File: config.mk
export PLATFORM = sky130hd
export DESIGN_NAME = nasti_word_master_flat
export DESIGN_NICKNAME = d
export VERILOG_FILES = /design/src/rtl/nasti_word_master_if.sv /design/src/rtl/nasti_word_master.sv /design/src/flat_wrapper.sv
export SDC_FILE = /design/constraint.sdc
export NUM_CORES = 1
export LEC_CHECK = 0
export CORE_AREA = 4 4 267 269
export CTS_CLUSTER_SIZE = 28
export DETAILED_ROUTE_END_ITERATION = 7
export DIE_AREA = 0 0 271 273
export PLACE_DENSITY_LB_ADDON = 0.15
export SYNTH_ARGS = -nofsm -noshare
export SYNTH_HDL_FRONTEND = slang
export SYNTH_SLANG_ARGS = --single-unit
File: constraint.sdc
create_clock -name clk -period 2 [get_ports clk]
set_input_delay 0.3 -clock clk [delete_from_list [all_inputs] [get_ports clk]]
set_output_delay 0.3 -clock clk [all_outputs]
set_load 0.02 [all_outputs]
File: src/rtl/nasti_word_master_if.sv
// NASTI (AXI4-style) channel bundle: AW/W/B/AR/R with master and slave views.
interface nasti_channel #(
    parameter int ID_WIDTH   = 1,
    parameter int ADDR_WIDTH = 16,
    parameter int DATA_WIDTH = 128,
    parameter int USER_WIDTH = 1
) ();
    logic [ID_WIDTH-1:0]     aw_id;
    logic [ADDR_WIDTH-1:0]   aw_addr;
    logic [7:0]              aw_len;
    logic [2:0]              aw_size;
    logic [1:0]              aw_burst;
    logic                    aw_lock;
    logic [3:0]              aw_cache;
    logic [2:0]              aw_prot;
    logic [3:0]              aw_qos;
    logic [3:0]              aw_region;
    logic [USER_WIDTH-1:0]   aw_user;
    logic                    aw_valid;
    logic                    aw_ready;

    logic [DATA_WIDTH-1:0]   w_data;
    logic [DATA_WIDTH/8-1:0] w_strb;
    logic                    w_last;
    logic [USER_WIDTH-1:0]   w_user;
    logic                    w_valid;
    logic                    w_ready;

    logic [ID_WIDTH-1:0]     b_id;
    logic [1:0]              b_resp;
    logic [USER_WIDTH-1:0]   b_user;
    logic                    b_valid;
    logic                    b_ready;

    logic [ID_WIDTH-1:0]     ar_id;
    logic [ADDR_WIDTH-1:0]   ar_addr;
    logic [7:0]              ar_len;
    logic [2:0]              ar_size;
    logic [1:0]              ar_burst;
    logic                    ar_lock;
    logic [3:0]              ar_cache;
    logic [2:0]              ar_prot;
    logic [3:0]              ar_qos;
    logic [3:0]              ar_region;
    logic [USER_WIDTH-1:0]   ar_user;
    logic                    ar_valid;
    logic                    ar_ready;

    logic [ID_WIDTH-1:0]     r_id;
    logic [DATA_WIDTH-1:0]   r_data;
    logic [1:0]              r_resp;
    logic                    r_last;
    logic [USER_WIDTH-1:0]   r_user;
    logic                    r_valid;
    logic                    r_ready;

    modport master (
        output aw_id, aw_addr, aw_len, aw_size, aw_burst, aw_lock, aw_cache,
               aw_prot, aw_qos, aw_region, aw_user, aw_valid,
        input  aw_ready,
        output w_data, w_strb, w_last, w_user, w_valid,
        input  w_ready,
        input  b_id, b_resp, b_user, b_valid,
        output b_ready,
        output ar_id, ar_addr, ar_len, ar_size, ar_burst, ar_lock, ar_cache,
               ar_prot, ar_qos, ar_region, ar_user, ar_valid,
        input  ar_ready,
        input  r_id, r_data, r_resp, r_last, r_user, r_valid,
        output r_ready
    );

    modport slave (
        input  aw_id, aw_addr, aw_len, aw_size, aw_burst, aw_lock, aw_cache,
               aw_prot, aw_qos, aw_region, aw_user, aw_valid,
        output aw_ready,
        input  w_data, w_strb, w_last, w_user, w_valid,
        output w_ready,
        output b_id, b_resp, b_user, b_valid,
        input  b_ready,
        input  ar_id, ar_addr, ar_len, ar_size, ar_burst, ar_lock, ar_cache,
               ar_prot, ar_qos, ar_region, ar_user, ar_valid,
        output ar_ready,
        output r_id, r_data, r_resp, r_last, r_user, r_valid,
        input  r_ready
    );
endinterface

File: src/rtl/nasti_word_master.sv
// Single-word request/response port turned into single-beat NASTI
// transactions, one outstanding at a time. Every output is a register.
//
// Handshake rule on every port and channel: a transfer happens on the rising
// clock edge where valid and ready are both high; a valid, once raised, stays
// high with a stable payload until that edge, and ready may change freely.
module nasti_word_master #(
    parameter int ID_WIDTH   = 1,
    parameter int ADDR_WIDTH = 16,
    parameter int DATA_WIDTH = 128,
    parameter int USER_WIDTH = 1
) (
    input  logic                      clk,
    input  logic                      rst,
    input  logic                      req_valid,
    output logic                      req_ready,
    input  logic                      req_write,
    input  logic [ADDR_WIDTH-1:0]     req_addr,
    input  logic [DATA_WIDTH-1:0]     req_wdata,
    input  logic [DATA_WIDTH/8-1:0]   req_wstrb,
    output logic                      rsp_valid,
    input  logic                      rsp_ready,
    output logic [DATA_WIDTH-1:0]     rsp_rdata,
    output logic                      rsp_err,
    output logic [2:0]                dbg_state,
    nasti_channel.master              nasti
);
    localparam int OFFS = $clog2(DATA_WIDTH / 8);
    localparam logic [ADDR_WIDTH-1:0] ADDR_MASK = {ADDR_WIDTH{1'b1}} << OFFS;

    typedef enum logic [2:0] {
        S_IDLE, S_WRITE, S_WRESP, S_READ, S_RDATA, S_RESP
    } state_t;

    state_t                    state_q, state_n;
    logic [ADDR_WIDTH-1:0]     addr_q, addr_n;
    logic [DATA_WIDTH-1:0]     wdata_q, wdata_n;
    logic [DATA_WIDTH/8-1:0]   wstrb_q, wstrb_n;
    logic                      aw_valid_q, aw_valid_n;
    logic                      w_valid_q, w_valid_n;
    logic                      b_ready_q, b_ready_n;
    logic                      ar_valid_q, ar_valid_n;
    logic                      r_ready_q, r_ready_n;
    logic                      first_q, first_n;
    logic                      req_ready_n;
    logic                      rsp_valid_n;
    logic [DATA_WIDTH-1:0]     rsp_rdata_n;
    logic                      rsp_err_n;

    assign dbg_state = state_q;

    // Constant transaction attributes; payloads come from the latched request.
    assign nasti.aw_id     = '0;
    assign nasti.aw_addr   = addr_q;
    assign nasti.aw_len    = 8'd0;
    assign nasti.aw_size   = 3'(OFFS);
    assign nasti.aw_burst  = 2'b01;
    assign nasti.aw_lock   = 1'b0;
    assign nasti.aw_cache  = 4'd0;
    assign nasti.aw_prot   = 3'd0;
    assign nasti.aw_qos    = 4'd0;
    assign nasti.aw_region = 4'd0;
    assign nasti.aw_user   = '0;
    assign nasti.aw_valid  = aw_valid_q;
    assign nasti.w_data    = wdata_q;
    assign nasti.w_strb    = wstrb_q;
    assign nasti.w_last    = 1'b1;
    assign nasti.w_user    = '0;
    assign nasti.w_valid   = w_valid_q;
    assign nasti.b_ready   = b_ready_q;
    assign nasti.ar_id     = '0;
    assign nasti.ar_addr   = addr_q;
    assign nasti.ar_len    = 8'd0;
    assign nasti.ar_size   = 3'(OFFS);
    assign nasti.ar_burst  = 2'b01;
    assign nasti.ar_lock   = 1'b0;
    assign nasti.ar_cache  = 4'd0;
    assign nasti.ar_prot   = 3'd0;
    assign nasti.ar_qos    = 4'd0;
    assign nasti.ar_region = 4'd0;
    assign nasti.ar_user   = '0;
    assign nasti.ar_valid  = ar_valid_q;
    assign nasti.r_ready   = r_ready_q;

    // State and registered outputs; reset drops every valid/ready.
    always_ff @(posedge clk) begin
        if (rst) begin
            state_q    <= S_IDLE;
            addr_q     <= '0;
            wdata_q    <= '0;
            wstrb_q    <= '0;
            aw_valid_q <= 1'b0;
            w_valid_q  <= 1'b0;
            b_ready_q  <= 1'b0;
            ar_valid_q <= 1'b0;
            r_ready_q  <= 1'b0;
            first_q    <= 1'b0;
            req_ready  <= 1'b0;
            rsp_valid  <= 1'b0;
            rsp_rdata  <= '0;
            rsp_err    <= 1'b0;
        end else begin
            state_q    <= state_n;
            addr_q     <= addr_n;
            wdata_q    <= wdata_n;
            wstrb_q    <= wstrb_n;
            aw_valid_q <= aw_valid_n;
            w_valid_q  <= w_valid_n;
            b_ready_q  <= b_ready_n;
            ar_valid_q <= ar_valid_n;
            r_ready_q  <= r_ready_n;
            first_q    <= first_n;
            req_ready  <= req_ready_n;
            rsp_valid  <= rsp_valid_n;
            rsp_rdata  <= rsp_rdata_n;
            rsp_err    <= rsp_err_n;
        end
    end

    // Next state and next values of every registered output.
    always_comb begin
        state_n     = state_q;
        addr_n      = addr_q;
        wdata_n     = wdata_q;
        wstrb_n     = wstrb_q;
        aw_valid_n  = aw_valid_q;
        w_valid_n   = w_valid_q;
        b_ready_n   = b_ready_q;
        ar_valid_n  = ar_valid_q;
        r_ready_n   = r_ready_q;
        first_n     = first_q;
        rsp_valid_n = rsp_valid;
        rsp_rdata_n = rsp_rdata;
        rsp_err_n   = rsp_err;

        case (state_q)
            S_IDLE: begin
                if (req_valid && req_ready) begin
                    addr_n      = req_addr & ADDR_MASK;
                    wdata_n     = req_wdata;
                    wstrb_n     = req_wstrb;
                    rsp_rdata_n = '0;
                    rsp_err_n   = 1'b0;
                    if (req_write) begin
                        state_n    = S_WRITE;
                        aw_valid_n = 1'b1;
                        w_valid_n  = 1'b1;
                    end else begin
                        state_n    = S_READ;
                        ar_valid_n = 1'b1;
                    end
                end
            end
            S_WRITE: begin
                // AW and W complete independently, in any order.
                if (nasti.aw_ready) aw_valid_n = 1'b0;
                if (nasti.w_ready)  w_valid_n  = 1'b0;
                if (!aw_valid_n && !w_valid_n) begin
                    state_n   = S_WRESP;
                    b_ready_n = 1'b1;
                end
            end
            S_WRESP: begin
                if (nasti.b_valid) begin
                    b_ready_n   = 1'b0;
                    rsp_err_n   = (nasti.b_resp != 2'b00);
                    rsp_rdata_n = '0;
                    rsp_valid_n = 1'b1;
                    state_n     = S_RESP;
                end
            end
            S_READ: begin
                if (nasti.ar_ready) begin
                    ar_valid_n = 1'b0;
                    r_ready_n  = 1'b1;
                    first_n    = 1'b1;
                    state_n    = S_RDATA;
                end
            end
            S_RDATA: begin
                // Only the first beat carries data; a first beat without
                // r_last is an anomaly and the rest of the burst is drained.
                if (nasti.r_valid) begin
                    if (first_q) rsp_rdata_n = nasti.r_data;
                    rsp_err_n = rsp_err | (nasti.r_resp != 2'b00)
                              | (first_q & ~nasti.r_last);
                    first_n = 1'b0;
                    if (nasti.r_last) begin
                        r_ready_n   = 1'b0;
                        rsp_valid_n = 1'b1;
                        state_n     = S_RESP;
                    end
                end
            end
            S_RESP: begin
                if (rsp_ready) begin
                    rsp_valid_n = 1'b0;
                    state_n     = S_IDLE;
                end
            end
            default: state_n = S_IDLE;
        endcase

        req_ready_n = (state_n == S_IDLE);
    end
endmodule

File: src/flat_wrapper.sv
// flat-port wrapper written by rule: the top's interface ports become plain ports
module nasti_word_master_flat 
#(
    parameter int ID_WIDTH   = 1,
    parameter int ADDR_WIDTH = 16,
    parameter int DATA_WIDTH = 128,
    parameter int USER_WIDTH = 1
)
  (clk, rst, req_valid, req_ready, req_write, req_addr, req_wdata, req_wstrb, rsp_valid, rsp_ready, rsp_rdata, rsp_err, dbg_state, nasti_aw_id, nasti_aw_addr, nasti_aw_len, nasti_aw_size, nasti_aw_burst, nasti_aw_lock, nasti_aw_cache, nasti_aw_prot, nasti_aw_qos, nasti_aw_region, nasti_aw_user, nasti_aw_valid, nasti_aw_ready, nasti_w_data, nasti_w_strb, nasti_w_last, nasti_w_user, nasti_w_valid, nasti_w_ready, nasti_b_id, nasti_b_resp, nasti_b_user, nasti_b_valid, nasti_b_ready, nasti_ar_id, nasti_ar_addr, nasti_ar_len, nasti_ar_size, nasti_ar_burst, nasti_ar_lock, nasti_ar_cache, nasti_ar_prot, nasti_ar_qos, nasti_ar_region, nasti_ar_user, nasti_ar_valid, nasti_ar_ready, nasti_r_id, nasti_r_data, nasti_r_resp, nasti_r_last, nasti_r_user, nasti_r_valid, nasti_r_ready);
  nasti_channel #(.ID_WIDTH(ID_WIDTH), .ADDR_WIDTH(ADDR_WIDTH), .DATA_WIDTH(DATA_WIDTH), .USER_WIDTH(USER_WIDTH)) nasti_i ();
  input  logic clk;
  input  logic rst;
  input  logic req_valid;
  output logic req_ready;
  input  logic req_write;
  input  logic [ADDR_WIDTH-1:0] req_addr;
  input  logic [DATA_WIDTH-1:0] req_wdata;
  input  logic [DATA_WIDTH/8-1:0] req_wstrb;
  output logic rsp_valid;
  input  logic rsp_ready;
  output logic [DATA_WIDTH-1:0] rsp_rdata;
  output logic rsp_err;
  output logic [2:0] dbg_state;
  output wire logic [$bits(nasti_i.aw_id)-1:0] nasti_aw_id;
  output wire logic [$bits(nasti_i.aw_addr)-1:0] nasti_aw_addr;
  output wire logic [$bits(nasti_i.aw_len)-1:0] nasti_aw_len;
  output wire logic [$bits(nasti_i.aw_size)-1:0] nasti_aw_size;
  output wire logic [$bits(nasti_i.aw_burst)-1:0] nasti_aw_burst;
  output wire logic [$bits(nasti_i.aw_lock)-1:0] nasti_aw_lock;
  output wire logic [$bits(nasti_i.aw_cache)-1:0] nasti_aw_cache;
  output wire logic [$bits(nasti_i.aw_prot)-1:0] nasti_aw_prot;
  output wire logic [$bits(nasti_i.aw_qos)-1:0] nasti_aw_qos;
  output wire logic [$bits(nasti_i.aw_region)-1:0] nasti_aw_region;
  output wire logic [$bits(nasti_i.aw_user)-1:0] nasti_aw_user;
  output wire logic [$bits(nasti_i.aw_valid)-1:0] nasti_aw_valid;
  input wire logic [$bits(nasti_i.aw_ready)-1:0] nasti_aw_ready;
  output wire logic [$bits(nasti_i.w_data)-1:0] nasti_w_data;
  output wire logic [$bits(nasti_i.w_strb)-1:0] nasti_w_strb;
  output wire logic [$bits(nasti_i.w_last)-1:0] nasti_w_last;
  output wire logic [$bits(nasti_i.w_user)-1:0] nasti_w_user;
  output wire logic [$bits(nasti_i.w_valid)-1:0] nasti_w_valid;
  input wire logic [$bits(nasti_i.w_ready)-1:0] nasti_w_ready;
  input wire logic [$bits(nasti_i.b_id)-1:0] nasti_b_id;
  input wire logic [$bits(nasti_i.b_resp)-1:0] nasti_b_resp;
  input wire logic [$bits(nasti_i.b_user)-1:0] nasti_b_user;
  input wire logic [$bits(nasti_i.b_valid)-1:0] nasti_b_valid;
  output wire logic [$bits(nasti_i.b_ready)-1:0] nasti_b_ready;
  output wire logic [$bits(nasti_i.ar_id)-1:0] nasti_ar_id;
  output wire logic [$bits(nasti_i.ar_addr)-1:0] nasti_ar_addr;
  output wire logic [$bits(nasti_i.ar_len)-1:0] nasti_ar_len;
  output wire logic [$bits(nasti_i.ar_size)-1:0] nasti_ar_size;
  output wire logic [$bits(nasti_i.ar_burst)-1:0] nasti_ar_burst;
  output wire logic [$bits(nasti_i.ar_lock)-1:0] nasti_ar_lock;
  output wire logic [$bits(nasti_i.ar_cache)-1:0] nasti_ar_cache;
  output wire logic [$bits(nasti_i.ar_prot)-1:0] nasti_ar_prot;
  output wire logic [$bits(nasti_i.ar_qos)-1:0] nasti_ar_qos;
  output wire logic [$bits(nasti_i.ar_region)-1:0] nasti_ar_region;
  output wire logic [$bits(nasti_i.ar_user)-1:0] nasti_ar_user;
  output wire logic [$bits(nasti_i.ar_valid)-1:0] nasti_ar_valid;
  input wire logic [$bits(nasti_i.ar_ready)-1:0] nasti_ar_ready;
  input wire logic [$bits(nasti_i.r_id)-1:0] nasti_r_id;
  input wire logic [$bits(nasti_i.r_data)-1:0] nasti_r_data;
  input wire logic [$bits(nasti_i.r_resp)-1:0] nasti_r_resp;
  input wire logic [$bits(nasti_i.r_last)-1:0] nasti_r_last;
  input wire logic [$bits(nasti_i.r_user)-1:0] nasti_r_user;
  input wire logic [$bits(nasti_i.r_valid)-1:0] nasti_r_valid;
  output wire logic [$bits(nasti_i.r_ready)-1:0] nasti_r_ready;
  assign nasti_aw_id = nasti_i.aw_id;
  assign nasti_aw_addr = nasti_i.aw_addr;
  assign nasti_aw_len = nasti_i.aw_len;
  assign nasti_aw_size = nasti_i.aw_size;
  assign nasti_aw_burst = nasti_i.aw_burst;
  assign nasti_aw_lock = nasti_i.aw_lock;
  assign nasti_aw_cache = nasti_i.aw_cache;
  assign nasti_aw_prot = nasti_i.aw_prot;
  assign nasti_aw_qos = nasti_i.aw_qos;
  assign nasti_aw_region = nasti_i.aw_region;
  assign nasti_aw_user = nasti_i.aw_user;
  assign nasti_aw_valid = nasti_i.aw_valid;
  assign nasti_i.aw_ready = nasti_aw_ready;
  assign nasti_w_data = nasti_i.w_data;
  assign nasti_w_strb = nasti_i.w_strb;
  assign nasti_w_last = nasti_i.w_last;
  assign nasti_w_user = nasti_i.w_user;
  assign nasti_w_valid = nasti_i.w_valid;
  assign nasti_i.w_ready = nasti_w_ready;
  assign nasti_i.b_id = nasti_b_id;
  assign nasti_i.b_resp = nasti_b_resp;
  assign nasti_i.b_user = nasti_b_user;
  assign nasti_i.b_valid = nasti_b_valid;
  assign nasti_b_ready = nasti_i.b_ready;
  assign nasti_ar_id = nasti_i.ar_id;
  assign nasti_ar_addr = nasti_i.ar_addr;
  assign nasti_ar_len = nasti_i.ar_len;
  assign nasti_ar_size = nasti_i.ar_size;
  assign nasti_ar_burst = nasti_i.ar_burst;
  assign nasti_ar_lock = nasti_i.ar_lock;
  assign nasti_ar_cache = nasti_i.ar_cache;
  assign nasti_ar_prot = nasti_i.ar_prot;
  assign nasti_ar_qos = nasti_i.ar_qos;
  assign nasti_ar_region = nasti_i.ar_region;
  assign nasti_ar_user = nasti_i.ar_user;
  assign nasti_ar_valid = nasti_i.ar_valid;
  assign nasti_i.ar_ready = nasti_ar_ready;
  assign nasti_i.r_id = nasti_r_id;
  assign nasti_i.r_data = nasti_r_data;
  assign nasti_i.r_resp = nasti_r_resp;
  assign nasti_i.r_last = nasti_r_last;
  assign nasti_i.r_user = nasti_r_user;
  assign nasti_i.r_valid = nasti_r_valid;
  assign nasti_r_ready = nasti_i.r_ready;
  nasti_word_master #(.ID_WIDTH(ID_WIDTH), .ADDR_WIDTH(ADDR_WIDTH), .DATA_WIDTH(DATA_WIDTH), .USER_WIDTH(USER_WIDTH)) u_core (.clk(clk), .rst(rst), .req_valid(req_valid), .req_ready(req_ready), .req_write(req_write), .req_addr(req_addr), .req_wdata(req_wdata), .req_wstrb(req_wstrb), .rsp_valid(rsp_valid), .rsp_ready(rsp_ready), .rsp_rdata(rsp_rdata), .rsp_err(rsp_err), .dbg_state(dbg_state), .nasti(nasti_i));
endmodule
# Yosys cells after proc, flatten, opt, wreduce, memory -nomap -nowiden
# Cells that the tools add are included.
# word_totals
regBits	296
input_bits	307
wordCells	100
# classes
n_eq_ne	15
n_mux	44
bitwise_logic	4
n_reduce_logical	23
# op_table
operator	n
two-way mux 128 bit	4
one-hot mux 128 bit (3 select lines)	1
two-way mux 1 bit	22
two-way mux 3 bit	7
one-hot mux 3 bit (6 select lines)	1
inequality test 2 bit (second input constant)	7
one-hot mux 1 bit (2 select lines)	6
AND reduction 4 bit	3
nonzero test 2 bit	6
AND reduction 5 bit	2
AND reduction 3 bit	3
== test 3 x 2 -> 1 bit (second input constant)	2
== test 3 bit (second input constant)	2
zero test 3 bit	2
inequality test 2 x 1 -> 1 bit (second input constant)	3
one-hot mux 1 bit (3 select lines)	2
nonzero test 3 bit	2
== test 3 x 1 -> 1 bit (second input constant)	1
logical AND 1 bit	2
zero test 1 bit	2
two-way mux 2 bit	1
OR 1 bit	2
AND reduction 2 bit	1
bitwise AND 1 bit	1
inverter 1 bit	1

# Logic depth before layout (Yosys ltp)
# Gate-level depths: netlist of run 1.
# depth
ltp_word	7
depth_mapped	7

# Worst setup path before layout of run 1
# OpenSTA, ideal clock, no wires.
# synth_path
path_type	flip-flop to flip-flop
start	reg u_core.state_q[2], in the netlist u_core.dbg_state[2]
end	reg u_core.wdata_q[39], in the netlist u_core.nasti.w_data[39]
setup_ns	0.132
t_arrival_ns	1.444
required_time_ns	1.868
path_slack_ns	0.424
stages_incl_launch_ff	7
path_buffers	2
path_cell_list	dfxtp_1 -> nand3b_2 -> or3_1 -> buf_2 -> buf_2 -> nand2_1 -> a21oi_1
# synth_between
elab_chain_len	2
# synth_lines
item	line	rtl
start, declared	nasti_word_master.sv:35	state_t state_q, state_n;
start signal, assigned	nasti_word_master.sv:103	state_q <= state_n;
zero test 3 bit	nasti_word_master.sv:136	case (state_q)
AND reduction 2 bit (no line)	-	
end signal, assigned	nasti_word_master.sv:105	wdata_q <= wdata_n;
end, declared	nasti_word_master.sv:37	logic [DATA_WIDTH-1:0] wdata_q, wdata_n;
# No other way between the ends.
# A chain may end at the register's enable or synchronous reset.

# Worst setup path after layout of run 1
# layout_path
start	reg u_core.req_ready
end	out req_ready
# layout_rtl
item	line	rtl
start, declared	nasti_word_master.sv:16	output logic req_ready,
start signal, assigned	nasti_word_master.sv:113	req_ready <= req_ready_n;
end, declared	flat_wrapper.sv:14	output logic req_ready;
# No word-level cell between the ends.

==> results.toml, run 1 <==
[grt]
grtUsageTotal_pct = 13.8
met1_usage_pct = 15.6
grt_pass1_vias = 12323
grt_start_max_net_pins = 66
use_met3_pct = 4.14
grt_pass1_wl_um = 79700
use_met2_pct = 24.3
top_usage_layer = "met2"
overflow = 0
antenna_found_initial = 6

[sta]
fmax_mhz = 525
fin_crit_ps = 1910
rsz0062_at_grt = "false"
setup_tns_ps = 0
drv_slew = 0
hold_violations = 0
finalCritPeriodShare_pct = 95.3
setup_viol = 0
fin_worst_skew_ps = 17.5

[cts]
clk_root_buffer_cell = "clkbuf_16"
clock_latency_ps = 550
clk_path_buf_depth = 3
h-tree-depth = 2
ctsHoldBuffers = 0
clkTransAtPathRegs_ps = 60
numCtsBuffers = 41
clock-sinks = 296
cts_tree = "yes"

[worst_setup_path]
cp_slowest_cell = "clkdlybuf4s50_1"
critPathKind = "flip-flop to output port"
arrival_ps = 1610
crit_chain = "clkdlybuf4s50_1"
critPathMaxFanout = 3
setup.worst_path.start_class = "flip-flop"
crit_path_max_incr_delay_ps = 700
endpoint_kind = "output port"
crit_buf_inv = 1
cp_data_required_time_ps = 1700
path_delay_family = "buffers and inverters"
r2r_slack_ps = 250

[synth]
synth.distinct_cells = 39
synth.area.top_cells = "dfxtp_1 (50%), a21oi_1 (12%), nand2_1 (10%)"
synth_seq_cells = 296
synth_warnings = 0
synth_largest_area_cell = "dfxtp_1"
syn_avg_cell_area_um2 = 8.16
yosysTopAreaCellShare_pct = 50.4
yosysSeqAreaShare_pct = 50.4
async_flop_share_pct = 0
synth_ff_type = "dfxtp_1"
syn_inst = 1441
synth_edf_count = 0
syn-cell-area_um2 = 11800

[place]
post-dp-hpwl_um = 40600
gp_congestion = 0.783
port_buffers = 605
dpl_cell_area_um2 = 18900

[layout]
area.growth.synth_to_final_pct = 71.9
drive_gt1_share_pct = 7.34
nets = 2320
fillers = 7336
seq_area_um2 = 5930
final_area_um2 = 20200
multi_input_area_um2 = 4760

[die]
std_cell_rows = 96
initial_utilization_pct = 17.1
core-area_um2 = 68600
io_pins = 686
die_w_um = 271
die_y_um = 273
die_area_um2 = 74000

[power]
powerDensity_nw_per_um2 = 956
ir_drop_uv = 638
p_leak_nw = 6.85

[routing]
viasPerCell = 4.13
firstDrtPassIters = 7
vias = 12311
drt_iter0_drc = 517
wirelength_um = 54400
drtAntennaViolNets = 0
detail_route.wl_per_cell_um = 18.3
drcViolationCount = 0

[hold_path]
hold_class = "input pin to flip-flop"

[status]
status = "finished clean"

[job]
drv_cap = 0
==> layout make-up <==
type | count | share of cell area (%)
Inverter | 4 | 0.0743
Timing Repair Buffer | 683 | 34.7
Clock buffer | 65 | 6.18
Sequential cell | 296 | 29.3
Antenna cell | 6 | 0.0743
Multi-Input combinational cell | 987 | 23.6
Clock inverter | 8 | 0.353
Tap cell | 931 | 5.76
==> layout by cell type (no fill, tap or decap), drive strengths merged, types with 3 or more instances in the layout <==
cell / n
dlygate4sd2: 3
nand2b: 4
dfxtp: 296
inv: 5
nand2: 321
clkdlybuf4s50: 601
clkbuf: 66
o21ai: 129
and3: 4
a31oi: 3
diode: 6
a21oi: 294
clkinv: 5
nor3b: 3
nor3: 3
nor2: 6
buf: 78
nand4: 128
nand3b: 3
conb: 72
==> power breakdown <==
group	total, mW	leakage, nW	internal, mW	switching [mW]
Combinational	5.55	3.81	2.34	3.22
Sequential	6.61	2.40	6.36	0.258
Clock	7.15	0.648	4.39	2.76
==> state kept, by name, summed over array words and instances (netlist names), 3 cells and up <==
signal and flops:
u_core.nasti.w_data 128, u_core.nasti.ar_addr 12, u_core.rsp_rdata 128, u_core.dbg_state 3
u_core.nasti.w_strb 16
==> final timing paths <==
check | cells after the start | start | end
worst max-delay path | 1 | u_core.req_ready$_SDFF_PP0_ | req_ready
worst min-delay path | 2 | rst | u_core.nasti.w_data[62]$_SDFFE_PP0P_
worst max register to register | 5 | u_core.dbg_state[2]$_SDFF_PP0_ | u_core.nasti.w_data[45]$_SDFFE_PP0P_
worst min register to register | 2 | u_core.nasti.w_data[121]$_SDFFE_PP0P_ | u_core.nasti.w_data[121]$_SDFFE_PP0P_
==> synth_stat cells, types with 2 or more instances <==
cell type,count
inv_1,4
nor2_1,6
and3_1,4
clkbuf_1,52
a21oi_1,293
nand4_1,128
nor3b_2,2
nor3_1,2
buf_6,11
a311oi_1,2
o21ai_0,119
buf_2,69
o21ai_1,10
conb_1,2
nand2b_1,4
nor2b_1,2
nand2_1,321
dfxtp_1,296
a31oi_1,3
buf_4,92
==> what timing repair did <==
item,4_1_cts,5_1_grt
setup endpoints to repair,3,0
setup buffers,0,0
gates resized for setup,4,0
==> stage by stage <==
step	setup WS, ps	power [mW]	hold slack (ps)	util, %	std cells
2_1_floorplan	424	9.55	436	-	1511
3_3_place_gp	-50.0	12.3	442	27.5	2901
3_5_place_dp	-64.9	12.3	446	27.5	2901
4_1_cts	40.8	19.7	109	29.4	2974
5_1_grt	24.2	20.3	145	29.5	2980
6_report	94.4	19.3	141	29.5	2980
==> routing by layer <==
| layer | wire [µm] | share of wire [%] | up-vias |
|---|---|---|---|
| met5 | 0 | 0 | - |
| met4 | 1950 | 3.6 | 0 |
| met3 | 3680 | 6.8 | 89 |
| met2 | 27600 | 51 | 386 |
| met1 | 21200 | 39 | 5858 |
| li1 | - | - | 5978 |
==> kinds of logic after synthesis <==
group | synth area share [%]
simple gates | 18.8
compound gates | 19.0
flops | 50.4
buf+inv | 11.7
other cells | 0.0639
mux | 0.0852
Power figures use the tool's default switching activity.
==> run 2, diff against run 1 <==
--- a/config.mk
+++ b/config.mk
@@ -5,11 +5,12 @@
 export SDC_FILE = /design/constraint.sdc
 export NUM_CORES = 1
 export LEC_CHECK = 0
-export CORE_AREA = 4 4 267 269
+export CORE_AREA = 3 3 266 268
 export CTS_CLUSTER_SIZE = 28
 export DETAILED_ROUTE_END_ITERATION = 7
-export DIE_AREA = 0 0 271 273
+export DIE_AREA = 0 0 269 271
 export PLACE_DENSITY_LB_ADDON = 0.15
+export SETUP_SLACK_MARGIN = 0.4
 export SYNTH_ARGS = -nofsm -noshare
 export SYNTH_HDL_FRONTEND = slang
 export SYNTH_SLANG_ARGS = --single-unit
==> results.toml, run 2 (synthesized netlist as in run 1, its figures left out) <==
[sta]
fmax_mhz = 594
hold_violations = 0
fin_worst_skew_ps = 15.6
hold_ws_ps = 137
rsz0062_at_grt = "true"
finalCritPeriodShare_pct = 84.1
drv_slew = 0
fin_crit_ps = 1680
setup_viol = 0

[routing]
wl_met2_um = 30900
wirelength_um = 58800
drcViolationCount = 0
detail_route.wl_per_cell_um = 19.6
wl_met3_um = 3900
viasPerCell = 4.16
drt_iter0_drc = 564
dr.max_layer_used = "met5"
vias = 12489
firstDrtPassIters = 5
drtAntennaViolNets = 0
wl_met1_um = 22600

[grt]
grt_start_max_net_pins = 77
antenna_found_initial = 5
grtUsageTotal_pct = 14.6
overflow = 0
grt_pass1_vias = 12108
grt_pass1_wl_um = 81100

[die]
io_pins = 686
initial_utilization_pct = 17.1
die_y_um = 271
core-area_um2 = 68600
die_w_um = 269
die_area_um2 = 72900
std_cell_rows = 96

[layout]
final_core_util_pct = 30.4
drive_gt1_share_pct = 11.5
nets = 2356
fillers = 7353
area.growth.synth_to_final_pct = 77.4
final_common_cell = "nand2_1"
final_cell_mix = "nand2_1 (321), clkdlybuf4s50_1 (297), dfxtp_1 (292), a21oi_1 (279), dlygate4sd2_1 (202)"

[hold_path]
hold_end = "u_core.first_q$_SDFFE_PP0P_"
holdPathStages = 2
hold_class = "input pin to flip-flop"
hold_start = "rst"

[worst_setup_path]
critPathKind = "flip-flop to flip-flop"
reg2regPathDepth = 10
cp_data_required_time_ps = 2410
crit_chain = "buf_6 > nand3b_1 > o211ai_4 > buf_6 > buf_12 > buf_16 > buf_12 > buf_16 > nand4_1 > a21oi_1"
critPathMaxFanout = 8
regToRegStartpoint = "u_core.dbg_state[2]$_SDFF_PP0_"
endpoint_kind = "flip-flop"
r2r_slack_ps = 320
cp_slowest_cell = "dfxtp_2"
worstReg2RegEnd = "u_core.rsp_rdata[94]$_SDFFE_PP0P_"
crit_buf_inv = 6
arrival_ps = 2090
path_delay_family = "buffers and inverters"
setup.worst_path.start_class = "flip-flop"
crit_path_max_incr_delay_ps = 340

[power]
p_leak_nw = 8.26
powerDensity_nw_per_um2 = 969
ir_drop_uv = 503

[cts]
clock_latency_ps = 540
clk_root_buffer_cell = "clkbuf_16"
numCtsBuffers = 40
clock-sinks = 296
clkTransAtPathRegs_ps = 60
clk_path_buf_depth = 3
h-tree-depth = 2
cts_tree = "yes"

[status]
status = "finished clean"

[job]
drv_cap = 0

[place]
post-dp-hpwl_um = 39900
gp_congestion = 0.756
port_buffers = 605
[run 2: cell count changes in the layout (fill, tap and decap cells not counted), sizes merged]
| cell | before | now |
|---|---|---|
| buf | 78 | 109 |
| clkbuf | 66 | 79 |
| clkdlybuf4s15 | 0 | 92 |
| clkdlybuf4s50 | 601 | 297 |
| clkinv | 5 | 3 |
| diode | 6 | 1 |
| dlygate4sd2 | 3 | 202 |
| inv | 5 | 4 |
[run 2: power breakdown]
| group | internal [mW] | switching [mW] |
|---|---|---|
| clock network | 4.08 | 2.72 |
| logic | 3.06 | 3.75 |
| registers | 6.36 | 0.245 |
[run 2: final cells by class]
type                    instances  area, µm²  share of cell area, %
diodes                          1       2.50                 0.0120
clock buffers                  59       1150                   5.53
well taps                     931       1160                   5.59
repair buffers                720       7640                   36.6
multi-input cells             987       4880                   23.4
inverters                       4       15.0                 0.0720
clock inverters                 5       56.3                  0.270
flip-flops and latches        296       5930                   28.5
[run 2: metal layers]
metal	vias up	global-route usage, %
met3	82	4.02
met2	355	27.0
li1	6046	-
met4	8	4.15
met5	-	0
met1	5998	16.3
[run 2: timing repair]
| action | in CTS | in global routing |
|---|---|---|
| cloned | 11 | 12 |
| setup endpoints to repair | 585 | 197 |
| gates resized for setup | 444 | 117 |
| pin swaps | 41 | 56 |
| hold buffers | 0 | 0 |
| buffers inserted | 20 | 7 |
[run 2: worst max path at each step]
| stage | cells past startpoint | from | to |
|---|---|---|---|
| after global routing | 10 | u_core.dbg_state[2]$_SDFF_PP0_ | u_core.rsp_rdata[32]$_SDFFE_PP0P_ |
| after detailed placement | 7 | req_valid | u_core.rsp_rdata[125]$_SDFFE_PP0P_ |
| after global placement | 7 | req_valid | u_core.rsp_rdata[8]$_SDFFE_PP0P_ |
| final | 10 | u_core.dbg_state[2]$_SDFF_PP0_ | u_core.rsp_rdata[94]$_SDFFE_PP0P_ |
| after CTS | 1 | u_core.dbg_state[0]$_SDFF_PP0_ | dbg_state[0] |
| after floorplan | 6 | u_core.dbg_state[2]$_SDFF_PP0_ | u_core.nasti.w_data[39]$_SDFFE_PP0P_ |
[run 2: metrics by stage]
step / TNS (ps) / std cells / instance area, µm² / worst slack (ps) / total power, mW
after floorplan: 0 / 1511 / 12000 / 424 / 9.55
after global placement: -942 / 2888 / 18700 / -46.5 / 12.3
after detailed placement: -632 / 2888 / 18700 / -45.9 / 12.3
after CTS: 0 / 2983 / 20300 / 178 / 20.0
after global routing: 0 / 3003 / 20900 / 202 / 21.2
final: 0 / 3003 / 20900 / 317 / 20.2
